`config.mk`:
```
export PLATFORM = sky130hd
export DESIGN_NAME = lsu
export DESIGN_NICKNAME = d
export VERILOG_FILES = /design/src/rtl/lsu.sv
export SDC_FILE = /design/constraint.sdc
export NUM_CORES = 1
export LEC_CHECK = 0
export ABC_AREA = 1
export CAP_MARGIN = 20
export CORE_ASPECT_RATIO = 0.6
export CORE_MARGIN = 4
export CORE_UTILIZATION = 38
export CTS_BUF_LIST = sky130_fd_sc_hd__clkbuf_16
export DETAILED_ROUTE_END_ITERATION = 10
export GPL_ROUTABILITY_DRIVEN = 0
export PLACE_DENSITY = 0.71
export SKIP_CTS_REPAIR_TIMING = 1
export SLEW_MARGIN = 5
export SYNTH_ARGS = -nofsm -noshare
export SYNTH_HDL_FRONTEND = slang
export SYNTH_SLANG_ARGS = --single-unit
```
`constraint.sdc`:
```
create_clock -name clk -period 4.6 [get_ports clk]
set_input_delay 0.92 -clock clk [delete_from_list [all_inputs] [get_ports clk]]
set_output_delay 0.92 -clock clk [all_outputs]
set_load 0.01 [all_outputs]
```
`src/rtl/lsu.sv`:
```
// Load/store unit: accepts one execute-stage op at a time, runs a single bus access with timeout, returns writeback.
// Build option: define LSU_MISALIGN_TRAP_EN to trap misaligned halfword/word accesses instead of truncating the address.
module lsu #(
  parameter int unsigned ACK_TIMEOUT = 255
) (
  input  logic        clk,
  input  logic        rst_n,
  input  logic        i_Valid_1,
  output logic        o_Ready_1,
  input  logic        i_MemRead_1,
  input  logic        i_MemWrite_1,
  input  logic [2:0]  i_Funct3_3,
  input  logic [31:0] i_ALUResult_32,
  input  logic [31:0] i_StoreData_32,
  output logic        o_MemReq_1,
  output logic        o_MemWe_1,
  output logic [31:0] o_MemAddr_32,
  output logic [3:0]  o_MemWstrb_4,
  output logic [31:0] o_MemWdata_32,
  input  logic        i_MemAck_1,
  input  logic [31:0] i_MemRdata_32,
  output logic        o_WbValid_1,
  output logic [31:0] o_WbData_32,
  output logic        o_Misaligned_1,
  output logic        o_BusErr_1
);

  typedef enum logic [1:0] {IDLE, ACCESS, DONE} state_t;

  localparam logic [7:0] LAST_WAIT = 8'(ACK_TIMEOUT - 1);

  state_t      state;
  logic [7:0]  wait_cnt;
  logic [2:0]  funct3_q;
  logic [1:0]  offset_q;

  logic        is_store;
  logic        is_mem;
  logic [1:0]  size;
  logic [1:0]  offset;
  logic        trap;
  logic [3:0]  wstrb;
  logic [31:0] wdata;
  logic [31:0] lane;
  logic [31:0] load_data;

  // Decode the incoming op: a store wins when both read and write are set; size 0/1/2 = byte/half/word.
  always_comb begin
    is_store = i_MemWrite_1;
    is_mem   = i_MemRead_1 | i_MemWrite_1;
    size     = 2'd2;
    if (is_store) begin
      case (i_Funct3_3)
        3'b000:  size = 2'd0;
        3'b001:  size = 2'd1;
        default: size = 2'd2;
      endcase
    end else begin
      case (i_Funct3_3)
        3'b000, 3'b100: size = 2'd0;
        3'b001, 3'b101: size = 2'd1;
        default:        size = 2'd2;
      endcase
    end

    case (size)
      2'd0:    offset = i_ALUResult_32[1:0];
      2'd1:    offset = {i_ALUResult_32[1], 1'b0};
      default: offset = 2'b00;
    endcase

`ifdef LSU_MISALIGN_TRAP_EN
    trap = is_mem & (((size == 2'd1) & i_ALUResult_32[0]) |
                     ((size == 2'd2) & (i_ALUResult_32[1:0] != 2'b00)));
`else
    trap = 1'b0;
`endif

    case (size)
      2'd0: begin
        wstrb = 4'b0001 << offset;
        wdata = {4{i_StoreData_32[7:0]}};
      end
      2'd1: begin
        wstrb = 4'b0011 << offset;
        wdata = {2{i_StoreData_32[15:0]}};
      end
      default: begin
        wstrb = 4'b1111;
        wdata = i_StoreData_32;
      end
    endcase
  end

  // Lane-select and extend the read word in the acknowledge cycle.
  always_comb begin
    lane = i_MemRdata_32 >> {offset_q, 3'b000};
    case (funct3_q)
      3'b000:  load_data = {{24{lane[7]}}, lane[7:0]};
      3'b100:  load_data = {24'd0, lane[7:0]};
      3'b001:  load_data = {{16{lane[15]}}, lane[15:0]};
      3'b101:  load_data = {16'd0, lane[15:0]};
      default: load_data = lane;
    endcase
  end

  always_ff @(posedge clk or negedge rst_n) begin
    if (!rst_n) begin
      state         <= IDLE;
      o_Ready_1     <= 1'b1;
      o_MemReq_1    <= 1'b0;
      o_MemWe_1     <= 1'b0;
      o_MemAddr_32  <= 32'd0;
      o_MemWstrb_4  <= 4'b0000;
      o_MemWdata_32 <= 32'd0;
      o_WbValid_1   <= 1'b0;
      o_WbData_32   <= 32'd0;
      o_BusErr_1    <= 1'b0;
`ifdef LSU_MISALIGN_TRAP_EN
      o_Misaligned_1 <= 1'b0;
`endif
      wait_cnt      <= 8'd0;
      funct3_q      <= 3'd0;
      offset_q      <= 2'd0;
    end else begin
      case (state)
        IDLE: begin
          if (i_Valid_1) begin
            o_Ready_1     <= 1'b0;
            funct3_q      <= i_Funct3_3;
            offset_q      <= offset;
            wait_cnt      <= 8'd0;
            o_MemAddr_32  <= {i_ALUResult_32[31:2], 2'b00};
            o_MemWe_1     <= is_store & ~trap;
            o_MemWstrb_4  <= (is_store & ~trap) ? wstrb : 4'b0000;
            o_MemWdata_32 <= wdata;
            if (!is_mem || trap) begin
              state       <= DONE;
              o_WbValid_1 <= 1'b1;
              o_WbData_32 <= is_mem ? 32'd0 : i_ALUResult_32;
`ifdef LSU_MISALIGN_TRAP_EN
              o_Misaligned_1 <= trap;
`endif
            end else begin
              state      <= ACCESS;
              o_MemReq_1 <= 1'b1;
            end
          end
        end
        ACCESS: begin
          if (i_MemAck_1) begin
            state       <= DONE;
            o_MemReq_1  <= 1'b0;
            o_WbValid_1 <= 1'b1;
            o_WbData_32 <= o_MemWe_1 ? 32'd0 : load_data;
          end else begin
            wait_cnt <= wait_cnt + 8'd1;
            if (wait_cnt == LAST_WAIT) begin
              state       <= DONE;
              o_MemReq_1  <= 1'b0;
              o_WbValid_1 <= 1'b1;
              o_WbData_32 <= 32'd0;
              o_BusErr_1  <= 1'b1;
            end
          end
        end
        DONE: begin
          state       <= IDLE;
          o_Ready_1   <= 1'b1;
          o_WbValid_1 <= 1'b0;
          o_BusErr_1  <= 1'b0;
`ifdef LSU_MISALIGN_TRAP_EN
          o_Misaligned_1 <= 1'b0;
`endif
        end
        default: begin
          state     <= IDLE;
          o_Ready_1 <= 1'b1;
        end
      endcase
    end
  end

`ifndef LSU_MISALIGN_TRAP_EN
  assign o_Misaligned_1 = 1'b0;
`endif

endmodule

```
==> key figures, run 1 <==
Run status
  • Outcome: finished, final reports clean

CTS
  • CTS root buf: clkbuf_16
  • Clock Latency Late Sink: 420 ps
  • H-tree depth: 4
  • Worst-case clock buffer depth: 2
  • Reg clk slew, reported paths: 60 ps
  • CTS Buf Count: 17
  • TritonCTS clock tree: built
  • Clk sink count: 118

GRT
  • Initial antenna violation count: 1
  • Number of global-route vias before repair: 5971
  • Met3 Use GR: 0.0835
  • First-pass GRT wire length: 32.6 mm
  • GR met2 Demand/Resource: 0.316
  • M1 GR Usage: 0.326
  • Largest net degree at the start of global routing: 78
  • Gr usage total: 0.223
  • Global route hottest layer: met1
  • Global route overflow: 0

Worst setup path
  • Reg2reg end: o_WbData_32[24]
  • Cell count of the worst reg-to-reg path: 7
  • Crit Path Max Fanout: 44
  • Crit-path cells: clkdlybuf4s50_1 > nor2_1 > nor2_1 > nor2_1 > nand3_2 > buf_4 > nor2_2 > a21oi_2
  • CP max stage cell: nand3_2
  • Worst r2r src: offset_q[0]
  • Setup Crit Path Kind: in -> reg
  • FF-to-FF setup slack: 1960 ps
  • Startpoint types: input pin
  • Critical Path RT: 4900 ps
  • Worst Setup End Kind: flip-flop
  • Most used cell, CP: nor2_1
  • Arr. time, crit path: 3130 ps
  • Worst path max stage delay: 680 ps

STA
  • Clock skew: 13.0 ps
  • Fmax achieved: 0.353 GHz
  • Max-Slew Margin vs Limit: 0.406
  • Setup WS post-layout: 1770 ps
  • Period utilization: 0.615
  • Pins over their slew limit: 0
  • Tmin final: 2830 ps
  • RSZ-0062 raised after global routing: false
  • Worst Hold Margin: 483 ps
  • Final setup violating endpoints: 0
  • Setup TNS: 0 ps
  • Worst Tran Pin Value: 889 ps
  • Fin. Hold Viols: 0

Synthesis
  • Area contributors post-synth: dfrtp_1 (47%), nand2_1 (16%), inv_1 (5.8%)
  • Seq cells post-synth: 118
  • Mapped cell area: 6190 um^2
  • Seq/Total Area, Yosys: 0.477
  • Synth cell types: 34
  • Top_reg_cell synth: dfrtp_1
  • Avg Inst Size Synth: 7.36 um^2
  • EDFF count, synth: 0
  • Asr flop ratio synth: 1.00
  • Syn Inst Count: 841
  • Top cell type by total area after synthesis: dfrtp_1
  • Area share of the largest cell type after synthesis: 0.473
  • Synth warnings: 0

Floorplanning
  • Die Wd: 173 um
  • Starting Density: 0.396
  • Num rows: 35
  • Die Y: 107 um
  • I/O pin cnt: 211
  • Core area: 15600 um^2
  • Die area: 18500 um^2

Final layout
  • Layout cells sized above 1: 0.0777
  • Most frequent cells in the layout: nand2_1 (271), clkdlybuf4s50_1 (206), dfrtp_1 (117), inv_1 (95), nor2_1 (93)
  • Commonest non-fill, non-tap cell in the layout: nand2_1
  • Post-layout util: 0.568
  • Net count, final: 1137
  • Filler Cells Inserted: 1478
  • Antenna Cells: 0
  • Non-filler cells, final: 1246
  • Area Overhead vs Synth: 43.4%

Detailed routing
  • # DRC: 0
  • Via density: 4.89
  • Antenna viol nets, final: 0
  • Final WL: 20.6 mm
  • DR WL/cell: 16.6 um
  • DRT Pass-1 Iters: 5
  • Via count: 6091
  • Initial drt markers: 589

Power
  • Power Dens Cells: 674 nW/um^2
  • Pleak: 4.28 nW
  • Peak VDD IR: 291 uV

Place
  • DP HPWL: 15.0 mm
  • PortBufs: 207
  • DP Cell Count: 1214
  • Worst slack, placed: 1360 ps

Worst hold path
  • Worst hold path type: reg -> reg
  • Hold_sp: o_MemWdata_32[18]
  • Hold Crit Depth: 2
  • WHS Endpoint: o_MemWdata_32[18]

Job
  • MaxCap Viol Count: 0
==> cells by family after synthesis <==
logic type      share of synthesized area
compound gates                      0.141
fa+ha+maj                         0.00404
buf+inv                             0.103
flops                               0.477
other cells                      0.000606
simple gates                        0.274
==> worst max-delay path by stage <==
| stage | startpoint | to | slack (ps) | cells past startpoint |
|---|---|---|---|---|
| floorplan | i_Funct3_3[1] | o_MemWstrb_4[2] | 2710 | 6 |
| global placement | i_MemWrite_1 | o_WbData_32[30] | 1410 | 8 |
| detailed placement | i_MemWrite_1 | o_WbData_32[30] | 1360 | 9 |
| CTS | i_MemWrite_1 | o_WbData_32[27] | 1780 | 8 |
| global route | i_MemWrite_1 | o_WbData_32[30] | 1590 | 8 |
| finish | i_MemWrite_1 | o_WbData_32[27] | 1770 | 8 |
==> area by class of cell <==
type,count,area [um^2],area share
sequential,118,2950,0.333
clock buffer,17,425,0.0479
inverter,105,395,0.0445
multi-input combinational,576,2610,0.294
tap,203,254,0.0286
timing repair buffer,212,2110,0.237
clock inverter,15,131,0.0148
==> worst max-delay path: cells and delay by family <==
family | cells | cell delay, ps
AND/OR/NAND/NOR | 5 | 1130
buffers and inverters | 2 | 990
AO/OA/AOI/OAI | 1 | 70
==> metrics by stage <==
step | total power [W] | instance area (um^2)
2_1_floorplan | 0.00339 | 6200
3_3_place_gp | 0.00468 | 8320
3_5_place_dp | 0.00473 | 8320
4_1_cts | 0.00602 | 8880
5_1_grt | 0.00641 | 8880
6_report | 0.00599 | 8880
==> per-layer routing <==
metal	routed length, um	part of all wire
met1	10000	0.49
met2	8440	0.41
met3	1920	0.093
met4	199	0.0096
met5	13	0.00063
==> Yosys cell counts (5+ instances only) <==
library cell and count:
inv_1 95, buf_1 5, a21boi_0 8, buf_2 12
a21oi_1 47, a21oi_2 10, o211ai_1 7, a31oi_1 10
o22ai_1 6, o21ai_0 62, clkbuf_1 16, inv_2 8
nor2_1 93, dfrtp_1 117, nand3_1 24, nand2_1 272
buf_4 6, nor2_2 15
==> registers in the layout (all words and copies together), names as in the netlist <==
name           count
o_MemWdata_32     32
wait_cnt           8
offset_q           2
state              2
o_MemAddr_32      30
o_MemWe_1          1
o_MemReq_1         1
o_WbValid_1        1
funct3_q           3
o_MemWstrb_4       4
o_Ready_1          1
o_WbData_32       32
o_BusErr_1         1
==> report_power, final <==
group          leakage [nW]  internal (W)  total (W)  switching, W
logic                  2.61       0.00132    0.00286       0.00155
registers              1.42       0.00153    0.00187      0.000339
clock network         0.251      0.000741    0.00126      0.000518
total                  4.28       0.00358    0.00599       0.00240
Power figures use the tool's default switching activity.
==> run 2, diff against run 1 <==
--- a/config.mk
+++ b/config.mk
@@ -13,7 +13,7 @@
 export CTS_BUF_LIST = sky130_fd_sc_hd__clkbuf_16
 export DETAILED_ROUTE_END_ITERATION = 10
 export GPL_ROUTABILITY_DRIVEN = 0
-export PLACE_DENSITY = 0.71
+export PLACE_DENSITY = 0.73
 export SKIP_CTS_REPAIR_TIMING = 1
 export SLEW_MARGIN = 5
 export SYNTH_ARGS = -nofsm -noshare
==> constraint.sdc (replaced) <==
create_clock -name clk -period 2.4 [get_ports clk]
set_input_delay 0.48 -clock clk [delete_from_list [all_inputs] [get_ports clk]]
set_output_delay 0.48 -clock clk [all_outputs]
set_load 0.01 [all_outputs]
==> run 2 against run 1 <==
Power grew 99%. Critical path depth shrank 7. Routed wire length shrank 0.55%. Sequential power grew 88%. Sequential cell count is the same. Critical path type is now reg -> out. Critical endpoint is now o_Ready_1. Highest routed layer unchanged.
==> key figures, run 2 (synthesis gave the netlist of run 1 again) <==
STA
  • Worst Tran Pin Value: 621 ps (-269 ps)
  • Clock skew: 9.64 ps (-3.40 ps)
  • Fmax achieved: 0.511 GHz
  • Final setup violating endpoints: 0 (unchanged)
  • Pins over their slew limit: 0 (unchanged)
  • Max-Slew Margin vs Limit: 0.582 (+0.175)
  • Setup WS post-layout: 443 ps (-1330 ps)
  • Setup TNS: 0 ps (unchanged)
  • Tmin final: 1960 ps
  • RSZ-0062 raised after global routing: false
  • Period utilization: 0.816
  • Fin. Hold Viols: 0 (unchanged)

Place
  • PortBufs: 207 (unchanged)
  • DP HPWL: 15.6 mm (+3.6%)
  • DP Cell Count: 1227 (+1.1%)
  • Worst slack, placed: 241 ps (-1120 ps)

Power
  • Pleak: 4.43 nW (+3.4%)
  • Power Dens Cells: 1310 nW/um^2 (+94%)
  • Peak VDD IR: 632 uV (+120%)

Floorplanning
  • Die Wd: 173 um (unchanged)
  • Core area: 15600 um^2 (unchanged)
  • Num rows: 35 (unchanged)
  • I/O pin cnt: 211 (unchanged)
  • Starting Density: 0.396 (unchanged)
  • Die Y: 107 um (unchanged)
  • Die area: 18500 um^2 (unchanged)

Worst setup path
  • Critical Path RT: 1920 ps (-2980 ps)
  • Startpoint types: flip-flop
  • Crit path buf inv count: 1 (-1)
  • Worst Setup End Kind: output port
  • Setup Crit Path Kind: reg -> out
  • Arr. time, crit path: 1480 ps (-1650 ps)
  • CP max stage cell: clkdlybuf4s50_1
  • Crit-path cells: clkdlybuf4s50_1
  • Crit path max-delay family: buffers and inverters
  • Crit Path Max Fanout: 2 (-95%)
  • Worst path max stage delay: 550 ps (-130 ps)

Final layout
  • Layout cells sized above 1: 0.0889 (+0.0113)
  • Multi-input combinational cell area: 2610 um^2 (unchanged)
  • Non-filler cells, final: 1260 (+1.1%)
  • Filler Cells Inserted: 1420 (-3.9%)
  • Reg area: 2950 um^2 (unchanged)
  • Commonest non-fill, non-tap cell in the layout: nand2_1
  • Area Overhead vs Synth: 47.3%
  • Net count, final: 1151 (+1.2%)
  • Largest regs: o_MemWdata_32 (32), o_WbData_32 (32), o_MemAddr_32 (30)
  • Most frequent cells in the layout: nand2_1 (271), clkdlybuf4s50_1 (206), dfrtp_1 (117), inv_1 (95), nor2_1 (93)
  • Antenna Cells: 0 (unchanged)

GRT
  • Global route overflow: 0 (unchanged)
  • Largest net degree at the start of global routing: 53 (-32%)
  • First-pass GRT wire length: 32.4 mm (-0.61%)
  • Initial antenna violation count: 2 (+1)
  • Number of global-route vias before repair: 6034 (+1.1%)
  • Gr usage total: 0.221 (-0.00219)

Detailed routing
  • Met2 routed WL: 8.41 mm (-0.44%)
  • Met3 wire len: 2.13 mm (+11%)
  • Antenna viol nets, final: 0 (unchanged)
  • DRT Pass-1 Iters: 5 (unchanged)
  • Initial drt markers: 502 (-15%)
  • DR top layer: met5
  • M1 WL: 9.74 mm (-3.1%)
  • DR WL/cell: 16.3 um (-1.7%)
  • Via count: 6221 (+2.1%)
  • Final WL: 20.5 mm (-0.55%)
  • # DRC: 0 (unchanged)
  • Via density: 4.94 (+1.0%)

Run status
  • Outcome: finished, final reports clean

CTS
  • Worst-case clock buffer depth: 2 (unchanged)
  • Reg clk slew, reported paths: 60 ps (about the same)
  • Clock Latency Late Sink: 410 ps (about the same)
  • CTS Buf Count: 17 (unchanged)
  • CTS root buf: clkbuf_16
  • H-tree depth: 4 (unchanged)
  • TritonCTS clock tree: built
  • Clk sink count: 118 (unchanged)

Worst hold path
  • Worst hold path type: reg -> reg

Job
  • MaxCap Viol Count: 0 (unchanged)
run 2: cell types whose count changed in the layout (fill, tap and decap cells not counted):
cell           delta
buf_4             +8
bufinv_16         +3
dlygate4sd3_1     +1
clkinv_4          +3
clkinvlp_4        -6
buf_12            +5
run 2: final cells by class:
class,instances,share of cell area
clock buffer,17,0.0466
timing repair buffer,226,0.250
tap,203,0.0278
multi-input combinational,576,0.286
inverter,105,0.0433
clock inverter,15,0.0222
sequential,118,0.324
run 2: final timing paths:
check,start,endpoint,slack [ps],depth (start not counted)
max,o_Ready_1,o_Ready_1,440,1
min,o_MemWdata_32[7],o_MemWdata_32[7],480,2
max reg2reg,funct3_q[1],o_WbData_32[23],460,7
min reg2reg,o_MemWdata_32[7],o_MemWdata_32[7],480,2
max in group asynchronous,rst_n,o_Ready_1,1290,3
min in group asynchronous,rst_n,o_MemAddr_32[6],510,2
run 2: metrics by stage:
| stage | power [W] | instance area [um^2] | util | hold WS [ps] |
|---|---|---|---|---|
| 2_1_floorplan | 0.00651 | 6200 | - | 184 |
| 4_1_cts | 0.0120 | 9110 | 0.583 | -50.0 |
| 6_report | 0.0119 | 9120 | 0.583 | 481 |
| 5_1_grt | 0.0128 | 9120 | 0.583 | 498 |
| 3_3_place_gp | 0.00911 | 8480 | 0.543 | 388 |
| 3_5_place_dp | 0.00921 | 8480 | 0.543 | 389 |
run 2: tightest hold or removal path, delay by kind of cell, from the launching register on:
family           cells  cell delay [ps]
AND/OR/NAND/NOR      2              100
flip-flops           1              340
run 2: report_power, final:
group	internal [W]	switching (W)
registers	0.00293	0.000597
logic	0.00265	0.00303
clock network	0.00174	0.000973
total	0.00732	0.00460
run 2: per-layer routing:
metal  vias up  track usage
met5         -            0
met3        20       0.0867
met1      2891        0.311
met2       274        0.322
li1       3032            -
met4         4       0.0495
==> run 3, diff against run 2 <==
--- a/config.mk
+++ b/config.mk
@@ -13,7 +13,7 @@
 export CTS_BUF_LIST = sky130_fd_sc_hd__clkbuf_16
 export DETAILED_ROUTE_END_ITERATION = 10
 export GPL_ROUTABILITY_DRIVEN = 0
-export PLACE_DENSITY = 0.73
+export PLACE_DENSITY = 0.71
 export SKIP_CTS_REPAIR_TIMING = 1
 export SLEW_MARGIN = 5
 export SYNTH_ARGS = -nofsm -noshare
==> constraint.sdc (replaced) <==
create_clock -name clk -period 1.9 [get_ports clk]
set_input_delay 0.38 -clock clk [delete_from_list [all_inputs] [get_ports clk]]
set_output_delay 0.38 -clock clk [all_outputs]
set_load 0.01 [all_outputs]
==> run 3 against run 2 <==
Sequential share of layout area decreased by 0.23 points. First-iteration DRC count increased by 19%. Largest cell class unchanged. Combinational power increased by 29%. Power increased by 26%. Via count decreased by 0.18%. Sequential power increased by 26%. Global-route usage decreased by 0.19 points. Routed wire length decreased by 0.78%. Critical path depth unchanged. Design area increased by 0.71%. Clock skew increased by 4.2 ps. Critical path type unchanged. Die area unchanged. Largest power group unchanged.
==> key figures, run 3 (synthesis gave the netlist of run 1 again) <==
Power
  • Sequential Power Share: 0.294 (about the same)
  • Clock power share: 0.216 (-0.012)
  • Pleak: 4.48 nW (+1.0%)
  • Logic gate share of total power: 0.490 (+0.013)
  • Total Power: 0.0150 W (+26%)
  • Peak VDD IR: 655 uV (+3.7%)
  • Switching Share: 0.391 (+0.00518)
  • Internal: 0.00915 W (+25%)
  • Power Dens Cells: 1640 nW/um^2 (+25%)
  • Switching Power: 0.00588 W (+28%)

Worst setup path
  • Worst path max stage delay: 580 ps (+30 ps)
  • Critical Path RT: 1520 ps (-400 ps)
  • Crit Path Max Fanout: 3 (+1)
  • Critical path depth: 1 (unchanged)
  • Startpoint types: flip-flop
  • Crit path buf inv count: 1 (unchanged)
  • FF-to-FF setup slack: 140 ps (-320 ps)
  • Arr. time, crit path: 1400 ps (-80 ps)
  • Reg2reg end: o_WbData_32[12]
  • Worst Setup End Kind: output port
  • CP max stage cell: clkdlybuf4s50_1
  • Crit-path cells: clkdlybuf4s50_1
  • Crit path max-delay family: buffers and inverters
  • Setup Crit Path Kind: reg -> out
  • Worst r2r src: wait_cnt[0]
  • Cell count of the worst reg-to-reg path: 10 (+3)

Final layout
  • Net count, final: 1161 (+0.87%)
  • Area Overhead vs Synth: 48.4%
  • Post-layout util: 0.588 (+0.00416)
  • Non-filler cells, final: 1270 (+0.79%)
  • Most frequent cells in the layout: nand2_1 (271), clkdlybuf4s50_1 (205), dfrtp_1 (117), inv_1 (95), nor2_1 (93)
  • Commonest non-fill, non-tap cell in the layout: nand2_1
  • Largest regs: o_MemWdata_32 (32), o_WbData_32 (32), o_MemAddr_32 (30)
  • Filler Cells Inserted: 1410 (-0.70%)
  • Layout cells sized above 1: 0.0975 (+0.00854)
  • Antenna Cells: 0 (unchanged)

Floorplanning
  • Die Y: 107 um (unchanged)
  • Die Wd: 173 um (unchanged)
  • Num rows: 35 (unchanged)
  • Core area: 15600 um^2 (unchanged)
  • I/O pin cnt: 211 (unchanged)
  • Starting Density: 0.396 (unchanged)
  • Die area: 18500 um^2 (unchanged)

CTS
  • Worst-case clock buffer depth: 2 (unchanged)
  • Reg clk slew, reported paths: 60 ps (about the same)
  • H-tree depth: 4 (unchanged)
  • TritonCTS clock tree: built
  • Clock Latency Late Sink: 410 ps (about the same)
  • CTS root buf: clkbuf_16
  • CTS Buf Count: 17 (unchanged)
  • Clk sink count: 118 (unchanged)

STA
  • Pins over their slew limit: 0 (unchanged)
  • Final setup violating endpoints: 0 (unchanged)
  • Clock skew: 13.8 ps (+4.20 ps)
  • RSZ-0062 raised after global routing: false
  • Fmax achieved: 0.562 GHz
  • Worst Hold Margin: 367 ps (-113 ps)
  • Tmin final: 1780 ps
  • Setup WS post-layout: 121 ps (-321 ps)
  • Period utilization: 0.936
  • Fin. Hold Viols: 0 (unchanged)

Detailed routing
  • Initial drt markers: 597 (+19%)
  • DR WL/cell: 16.0 um (-1.6%)
  • Via density: 4.89 (-0.96%)
  • # DRC: 0 (unchanged)
  • Antenna viol nets, final: 0 (unchanged)
  • DRT Pass-1 Iters: 5 (unchanged)
  • Via count: 6210 (-0.18%)
  • Final WL: 20.4 mm (-0.78%)

Worst hold path
  • Worst hold path type: in -> async

GRT
  • Initial antenna violation count: 1 (-1)
  • Number of global-route vias before repair: 5878 (-2.6%)
  • Global route overflow: 0 (unchanged)
  • Gr usage total: 0.219 (-0.00186)
  • First-pass GRT wire length: 32.1 mm (-0.79%)
  • Largest net degree at the start of global routing: 47 (-11%)

Place
  • DP Cell Count: 1237 (+0.81%)
  • DP HPWL: 15.5 mm (-0.23%)
  • PortBufs: 207 (unchanged)
  • Worst slack, placed: -13.4 ps (-255 ps)

Job
  • MaxCap Viol Count: 0 (unchanged)

Run status
  • Outcome: finished, final reports clean
==> run 3: changes by cell type in the layout (fill, tap and decap cells not counted), sizes merged <==
cell | previous run | this run
buf | 19 | 29
inv | 105 | 111
clkinv | 10 | 5
bufinv | 4 | 2
clkdlybuf4s50 | 206 | 205
clkinvlp | 1 | 2
dlymetal6s2s | 0 | 1
==> run 3: routing by layer <==
layer,vias up,global-route usage,part of all wire,wire (um)
met5,-,0,0.00054,11
met4,2,0.0307,0.0021,42
met3,8,0.0867,0.10,2100
met2,259,0.309,0.41,8340
met1,2892,0.323,0.48,9870
li1,3049,-,-,-
==> run 3: how the worst max path moves through the flow <==
stage,to,slack [ps],startpoint
after floorplan,o_WbData_32[20],360,wait_cnt[0]
after global placement,o_MemWdata_32[25],-4,i_MemWrite_1
after detailed placement,o_WbData_32[14],-10,i_MemWrite_1
after CTS,o_Ready_1,-5,o_Ready_1
after global routing,o_WbData_32[0],20,wait_cnt[0]
final,o_MemWe_1,120,o_MemWe_1
==> run 3: layout make-up <==
| type | instances | area [um^2] | share of cell area |
|---|---|---|---|
| flip-flops and latches | 118 | 2950 | 0.322 |
| repair buffers | 236 | 2380 | 0.259 |
| inverters | 105 | 395 | 0.0430 |
| well taps | 203 | 254 | 0.0276 |
| clock inverters | 15 | 165 | 0.0180 |
| multi-input cells | 576 | 2610 | 0.284 |
| clock buffers | 17 | 425 | 0.0463 |
==> run 3: power groups by stage <==
stage / Clock [W] / Sequential (W) / Combinational [W]
floorplan: 0 / 0.00483 / 0.00339
global placement: 0 / 0.00442 / 0.00726
detailed placement: 0 / 0.00442 / 0.00736
CTS: 0.00329 / 0.00442 / 0.00740
global route: 0.00341 / 0.00457 / 0.00810
finish: 0.00324 / 0.00442 / 0.00736
==> run 3: per-stage QoR <==
stage	cell area, um^2	TNS (ps)
floorplan	6200	0
finish	9190	0
global placement	8580	-4.51
CTS	9170	-4.64
global route	9190	0
detailed placement	8580	-32.6
